$ cat config.mk
export PLATFORM = sky130hd
export DESIGN_NAME = exec_alu_unit
export DESIGN_NICKNAME = d
export VERILOG_FILES = /design/src/rtl/exec_pkg.sv /design/src/rtl/seq_multiplier.sv /design/src/rtl/exec_alu_unit.sv
export SDC_FILE = /design/constraint.sdc
export NUM_CORES = 2
export LEC_CHECK = 0
export ABC_CLOCK_PERIOD_IN_PS = 3900
export CAP_MARGIN = 15
export CORE_MARGIN = 4
export CORE_UTILIZATION = 30
export DETAILED_ROUTE_END_ITERATION = 8
export SYNTH_ARGS = -nofsm -noshare
export SYNTH_HDL_FRONTEND = slang
export SYNTH_HIERARCHICAL = 1
export SYNTH_SLANG_ARGS = --single-unit
$ cat constraint.sdc
create_clock -name clk -period 3.9 [get_ports clk]
set_clock_uncertainty 0.2 [all_clocks]
set_input_delay 0.975 -clock clk [delete_from_list [all_inputs] [get_ports clk]]
set_output_delay 0.975 -clock clk [all_outputs]
set_load 0.01 [all_outputs]
$ cat src/rtl/exec_pkg.sv
// Shared opcode values and handshake-FSM state encoding for the execute-stage ALU.
package exec_pkg;

    localparam logic [3:0] ALU_AND   = 4'b0000;
    localparam logic [3:0] ALU_ORR   = 4'b0001;
    localparam logic [3:0] ALU_ADD   = 4'b0010;
    localparam logic [3:0] ALU_SUB   = 4'b0110;
    localparam logic [3:0] ALU_PASSB = 4'b0111;
    localparam logic [3:0] ALU_NOR   = 4'b1100;
    localparam logic [3:0] ALU_LSL   = 4'b1001;
    localparam logic [3:0] ALU_LSR   = 4'b1010;
    localparam logic [3:0] ALU_MUL   = 4'b1000;

    typedef enum logic {
        IDLE = 1'b0,
        MUL  = 1'b1
    } state_t;

endpackage

$ cat src/rtl/seq_multiplier.sv
// Iterative shift-add multiplier: one partial product per cycle, low WIDTH bits kept.
// done is raised for one cycle once all WIDTH iterations have been applied.
module seq_multiplier #(
    parameter int WIDTH = 64,
    parameter int CNT_W = 7
) (
    input  logic             clk,
    input  logic             rst_n,
    input  logic             start,
    input  logic [WIDTH-1:0] a,
    input  logic [WIDTH-1:0] b,
    output logic             busy,
    output logic             done,
    output logic [WIDTH-1:0] product
);

    logic [WIDTH-1:0] r_a;
    logic [WIDTH-1:0] r_b;
    logic [WIDTH-1:0] r_prod;
    logic [CNT_W-1:0] r_cnt;
    logic             r_busy;
    logic             w_last;

    assign w_last = (r_cnt == CNT_W'(WIDTH));

    always_ff @(posedge clk or negedge rst_n) begin
        if (!rst_n) begin
            r_a    <= '0;
            r_b    <= '0;
            r_prod <= '0;
            r_cnt  <= '0;
            r_busy <= 1'b0;
        end else if (start) begin
            r_a    <= a;
            r_b    <= b;
            r_prod <= '0;
            r_cnt  <= '0;
            r_busy <= 1'b1;
        end else if (r_busy) begin
            // Counter parks at WIDTH for the single done cycle, then the unit goes idle.
            if (w_last) begin
                r_busy <= 1'b0;
            end else begin
                if (r_b[0]) begin
                    r_prod <= r_prod + r_a;
                end
                r_a   <= r_a << 1;
                r_b   <= r_b >> 1;
                r_cnt <= r_cnt + CNT_W'(1);
            end
        end
    end

    assign busy    = r_busy;
    assign done    = r_busy && w_last;
    assign product = r_prod;

endmodule

$ cat src/rtl/exec_alu_unit.sv
// Execute-stage ALU: single-cycle logic/arith/shift ops plus iterative MUL,
// with valid/ready handshakes on both sides and a registered result/zero output.
module exec_alu_unit
    import exec_pkg::*;
#(
    parameter int WIDTH = 64,
    parameter int CNT_W = 7
) (
    input  logic             clk,
    input  logic             rst_n,
    input  logic             in_valid,
    output logic             in_ready,
    input  logic [WIDTH-1:0] op_a,
    input  logic [WIDTH-1:0] op_b,
    input  logic [3:0]       alu_op,
    output logic             out_valid,
    input  logic             out_ready,
    output logic [WIDTH-1:0] result,
    output logic             zero
);

    state_t           r_state;
    state_t           w_state_nxt;
    logic [WIDTH-1:0] r_result;
    logic             r_zero;
    logic             r_out_valid;

    logic             w_accept;
    logic             w_is_mul;
    logic             w_mul_start;
    logic             w_mul_busy;
    logic             w_mul_done;
    logic [WIDTH-1:0] w_mul_prod;
    logic [WIDTH-1:0] w_alu_res;

    // Unknown opcodes (and MUL, which never takes this path) evaluate to zero.
    function automatic logic [WIDTH-1:0] alu_eval(
        input logic [3:0]       op,
        input logic [WIDTH-1:0] a,
        input logic [WIDTH-1:0] b
    );
        logic [WIDTH-1:0] res;
        res = '0;
        case (op)
            ALU_AND:   res = a & b;
            ALU_ORR:   res = a | b;
            ALU_ADD:   res = a + b;
            ALU_SUB:   res = a - b;
            ALU_PASSB: res = b;
            ALU_NOR:   res = ~(a | b);
            ALU_LSL:   res = a << b[5:0];
            ALU_LSR:   res = a >> b[5:0];
            default:   res = '0;
        endcase
        return res;
    endfunction

    assign in_ready    = (r_state == IDLE) && !w_mul_busy && (!r_out_valid || out_ready);
    assign w_accept    = in_valid && in_ready;
    assign w_is_mul    = (alu_op == ALU_MUL);
    assign w_mul_start = w_accept && w_is_mul;
    assign w_alu_res   = alu_eval(alu_op, op_a, op_b);

    seq_multiplier #(
        .WIDTH (WIDTH),
        .CNT_W (CNT_W)
    ) u_mul (
        .clk     (clk),
        .rst_n   (rst_n),
        .start   (w_mul_start),
        .a       (op_a),
        .b       (op_b),
        .busy    (w_mul_busy),
        .done    (w_mul_done),
        .product (w_mul_prod)
    );

    always_comb begin
        w_state_nxt = r_state;
        case (r_state)
            IDLE: if (w_mul_start) w_state_nxt = MUL;
            MUL:  if (w_mul_done)  w_state_nxt = IDLE;
            default: w_state_nxt = IDLE;
        endcase
    end

    always_ff @(posedge clk or negedge rst_n) begin
        if (!rst_n) begin
            r_state <= IDLE;
        end else begin
            r_state <= w_state_nxt;
        end
    end

    // Output register: a held (unconsumed) result never changes because in_ready is low then.
    always_ff @(posedge clk or negedge rst_n) begin
        if (!rst_n) begin
            r_result    <= '0;
            r_zero      <= 1'b0;
            r_out_valid <= 1'b0;
        end else if (w_accept && !w_is_mul) begin
            r_result    <= w_alu_res;
            r_zero      <= (w_alu_res == '0);
            r_out_valid <= 1'b1;
        end else if (w_mul_start) begin
            r_out_valid <= 1'b0;
        end else if ((r_state == MUL) && w_mul_done) begin
            r_result    <= w_mul_prod;
            r_zero      <= (w_mul_prod == '0);
            r_out_valid <= 1'b1;
        end else if (r_out_valid && out_ready) begin
            r_out_valid <= 1'b0;
        end
    end

    assign result    = r_result;
    assign zero      = r_zero;
    assign out_valid = r_out_valid;

endmodule

## After elaboration in Yosys (flattened, before gate mapping)

Index checks and enable logic that the tools add are counted.

- Output and inout bits: 67
- Input port bits: 136
- Word-level logic and storage cells: 82
- Bits in registers: 267

- Reduce and logical (&&, ||, !) cells: 22
- Add/sub/neg operators: 4
- Shifts and indexed selects: 2
- Muxes and demuxes: 30
- Bitwise operators: 4
- Equality and inequality tests: 11

Operator list:

| cell | count |
|---|---|
| 2-to-1 mux 64 bit | 13 |
| case mux 64 bit (8 select lines) | 1 |
| adder 64 bit | 2 |
| zero test 64 bit | 2 |
| AND 64 bit | 1 |
| inverter 64 bit | 1 |
| bitwise OR 64 bit | 1 |
| << shifter 64 x 6 -> 64 bit | 1 |
| right shift 64 x 6 -> 64 bit | 1 |
| subtractor 64 bit | 1 |
| 2-to-1 mux 7 bit | 3 |
| == test 4 bit (second input constant) | 4 |
| 2-to-1 mux 1 bit | 12 |
| == test 4 x 3 -> 1 bit (second input constant) | 2 |
| logical AND 1 bit | 8 |
| adder 7 x 1 -> 7 bit (second input constant) | 1 |
| == test 7 bit (second input constant) | 1 |
| nonzero test 2 bit | 3 |
| == test 4 x 1 -> 1 bit (second input constant) | 1 |
| == test 4 x 2 -> 1 bit (second input constant) | 1 |
| zero test 4 bit | 1 |
| AND reduction 2 bit | 2 |
| nonzero test 4 bit | 1 |
| zero test 1 bit | 3 |
| 6 further kinds | 6 |

## Longest topological paths before layout

- Depth after elaboration: 7
- Mapped depth: 31
- Depth with buffers taken out: 23

## By module

Netlist, hierarchy kept.

Modules (own cells, without submodules):

| module | seq. area each (µm²) | area an instance (µm²) | times used | cells each |
|---|---|---|---|---|
| exec_alu_unit | 1676.6 | 23169.7 | 1 | 3156 |
| seq_multiplier | 5004.8 | 12355.6 | 1 | 1405 |

## Worst setup path before layout

Ideal clock, no wire load.

- Kind: input-to-reg
- Start: in op_b[0]
- End: reg r_zero, in the netlist zero
- Setup time: 66 ps
- Slack: -3966 ps
- Arrival time: 7600 ps
- Data required time: 3634 ps
- Cell stages on the path: 30
- Path buffers: 8
- Path through: buf_2 buf_2 inv_1 buf_2 buf_4 buf_2 buf_2 buf_1 ha_1 and3_1 nand4b_1 nor4_1 nand2_1 nor4_1 nand2_1 o31a_1 xnor2_1 ha_1 clkbuf_1 a21o_1 a2111oi_0 o21ai_0 o211ai_1 nand3_1 a221o_1 a21oi_1 xnor2_1 a2111o_1 nor4_2 a31o_1

- Longest elaborated chain between the ends: 5

Ends and longest elaborated chain:

| element | RTL line | source |
|---|---|---|
| from (decl) | exec_alu_unit.sv:14 | `input logic [WIDTH-1:0] op_b,` |
| branches (longest 2 deep; another with subtractor 64 bit) | -- |  |
| case mux 64 bit (8 select lines) (*) | exec_alu_unit.sv:44 | `case (op)` |
| zero test 64 bit (*) | exec_alu_unit.sv:103 | `r_zero <= (w_alu_res == '0);` |
| 2-to-1 mux 1 bit (*) | exec_alu_unit.sv:101 | `end else if (w_accept && !w_is_mul) begin` |
| to (signal assigned) | exec_alu_unit.sv:103 |  |
| to (signal assigned) | exec_alu_unit.sv:109 | `r_zero <= (w_mul_prod == '0);` |
| to (decl) | exec_alu_unit.sv:25 | `logic r_zero;` |

Every way passes the cells marked *.
A chain may end at the register's enable or synchronous reset.

## Worst setup path in the final report

- Start: in op_b[10]
- End: reg r_zero, in the netlist zero

Same word-level chain as after synthesis.

==> flow_summary.yaml <==
die:
  io_pins: 203
  row_count: 125
  fp.coreArea_um2: 117000
  fp.dieW_um: 352
  die_area_um2: 124000
  die_y_um: 352
  start_util_pct: 30.4
sta:
  setup_slack_ns: -2.34
  fmaxAchievable_ghz: 0.160
  timing_hold_violations_final: 0
  period_minus_slack_ns: 6.24
  slew_viol_final: 0
  rsz0062_at_grt: "true"
  slew_headroom_pct: 21.5
  fin_crit_sh_pct: 160
  tightest_slew_ns: 1.17
  setup_viol_count_final: 62
clock_network:
  h-tree-depth: 2
  clockRootBuffer: "clkbuf_16"
  clk_latency_ns: 0.60
  clockBufferDepth: 3
  cts_buffers: 35
  cts_hold_buf: 0
  cts.clk_slew.worst_paths_ns: 0.06
  numClockSinks: 267
  cts_tree: "yes"
critical_path:
  rr_startpoint: "out_valid$_DFFE_PN0P_"
  cpMaxStageDelayCell: "or4_4"
  cp_max_fo: 3
  rr_endpoint: "zero$_DFFE_PN0P_"
  worstSetupStartpointType: "input pin"
  worst_r2r_path_depth: 14
  critPathCaptureType: "register"
  crit_required_ns: 4.22
  crit_type: "input pin to register"
  worst-path-buf-inv: 5
  r2r_setup_slack_ns: -0.04
  path_delay_family: "simple AND/OR/NAND/NOR gates"
  slowest_delay_ns: 0.57
  critPathArrivalTime_ns: 6.56
route:
  num_vias: 46296
  drc: 0
  routed_wl_um: 241000
  antenna_left: 0
  dr.pass1.iters: 6
  routedWlPerCell_um: 32.3
  first_iter_violations: 5941
  vias_per_cell: 6.19
placement:
  io_buffers: 202
  dp_hpwl_um: 192000
  gp_congestion: 1.09
pwr:
  powerDensity_nw_per_um2: 460
  power_mw: 25.6
  p_leak_nw: 24.2
  vdd_drop_max_uv: 373
cells_and_area:
  final_cell_mix: "buf_4, nand2_1, mux2i_1"
  drive_gt1_share_pct: 39.5
  fin_nets: 6190
  fin_util_pct: 47.6
  area_delta_synth_final_pct: 56.5
  final_common_cell: "buf_4"
global_route:
  grt_pass1_wl_um: 334000
  grtUsageTotal_pct: 36.8
  grt_max_degree: 92
  grt-ovfl-total: 0
  antenna_found_initial: 16
  grt_pass1_vias: 44180
synth:
  syn_area_um2: 35500
  syn_avg_cell_area_um2: 7.79
  synth.distinct_cells: 101
  ys_warn_count: 6
  synth.yosys.seq_area_share_pct: 18.8
  synthArstFlopShare_pct: 100
  synth_edf_count: 0
  syn_nets: 4831
  ys_ff_latch: 267
  synthCells: 4561
  ys.flop_type: "dfrtp_1"
run_status:
  status: "finished with violations"
  violations: "setup timing"
worst_hold_path:
  hold_class: "input pin to asynchronous set/reset pin"
flow_run:
  cap_viol_max_count: 0
where the power goes:
group | internal, mW | switching, mW | leakage (nW)
clock | 1.99 | 1.41 | 0.590
combinational | 7.52 | 9.56 | 20.3
sequential | 3.96 | 1.16 | 3.31
total | 13.5 | 12.1 | 24.2
timing repair:
item	CTS	global route
buffers inserted	108	74
cloned	11	0
pin swaps	192	159
setup endpoints to repair	65	65
gates resized for setup	503	299
cells in the mapped netlist, types with 63 or more instances:
library cell | instances | share of area (%)
mux2i_1 | 344 | 9.7
o21ai_0 | 400 | 5.6
a21oi_1 | 337 | 4.7
nand4_1 | 88 | 1.5
xor2_1 | 73 | 1.8
a21o_1 | 63 | 1.3
buf_2 | 75 | 1.1
dfrtp_1 | 267 | 19
mux4_2 | 129 | 8.2
ha_1 | 132 | 4.6
mux2_2 | 92 | 2.9
nor3_1 | 108 | 1.5
nor2_1 | 343 | 3.6
nand3_1 | 103 | 1.5
clkbuf_1 | 294 | 3.1
xnor2_1 | 74 | 1.8
nand2_1 | 604 | 6.4
sequential cells by signal, indices dropped and copies added (netlist names):
signal	count
result	64
u_mul/product	64
u_mul/r_a	64
u_mul/r_b	64
u_mul/r_cnt	7
out_valid	1
r_state	1
u_mul/busy	1
zero	1
how the worst max path moves through the flow:
stage	startpoint	end	slack, ns	cells past startpoint
final	op_b[10]	zero$_DFFE_PN0P_	-2.34	26
after global routing	op_b[10]	zero$_DFFE_PN0P_	-2.49	26
after CTS	op_b[13]	zero$_DFFE_PN0P_	-2.21	23
after detailed placement	op_b[13]	zero$_DFFE_PN0P_	-3.65	26
after global placement	op_b[13]	zero$_DFFE_PN0P_	-3.66	27
after floorplan	op_b[0]	zero$_DFFE_PN0P_	-2.46	30
area by class of cell:
type | instances | area, um2
Antenna cell | 8 | 20.0
Clock buffer | 45 | 973
Clock inverter | 17 | 214
Fill cell | 11286 | 61200
Inverter | 59 | 233
Multi-Input combinational cell | 3792 | 29900
Sequential cell | 267 | 6680
Tap cell | 1524 | 1910
Timing Repair Buffer | 1765 | 15700
layer usage:
metal  share of wire (%)  GRT usage (%)  vias to the layer above
met4                 8.5           24.1                       14
met3                  10           8.80                      839
li1                    -              -                    19923
met5               0.046              0                        -
met1                  39           46.8                    22524
met2                  42           55.8                     2996
cell families after synthesis:
family / after synthesis / synth area share (%)
AND/OR/NAND/NOR: 1504 / 19.6
adder cells (fa/ha/maj): 178 / 6.00
XOR/XNOR: 147 / 3.62
buffers and inverters: 502 / 5.92
flip-flops: 267 / 18.8
multiplexers: 567 / 20.9
AO/OA/AOI/OAI: 1396 / 25.2
per-stage QoR:
stage	cell area [um2]	hold slack, ns	worst slack (ns)	setup TNS [ns]	cells
5_1_grt	55600	0.167	-2.49	-77.43	7470
2_1_floorplan	36300	0.294	-2.46	-75.28	4561
4_1_cts	53900	0.136	-2.21	-63.14	7418
6_report	55600	0.141	-2.34	-72.41	7477
3_3_place_gp	49700	0.257	-3.66	-145.10	7255
3_5_place_dp	49700	0.259	-3.65	-146.78	7255
Power figures use the tool's default switching activity.
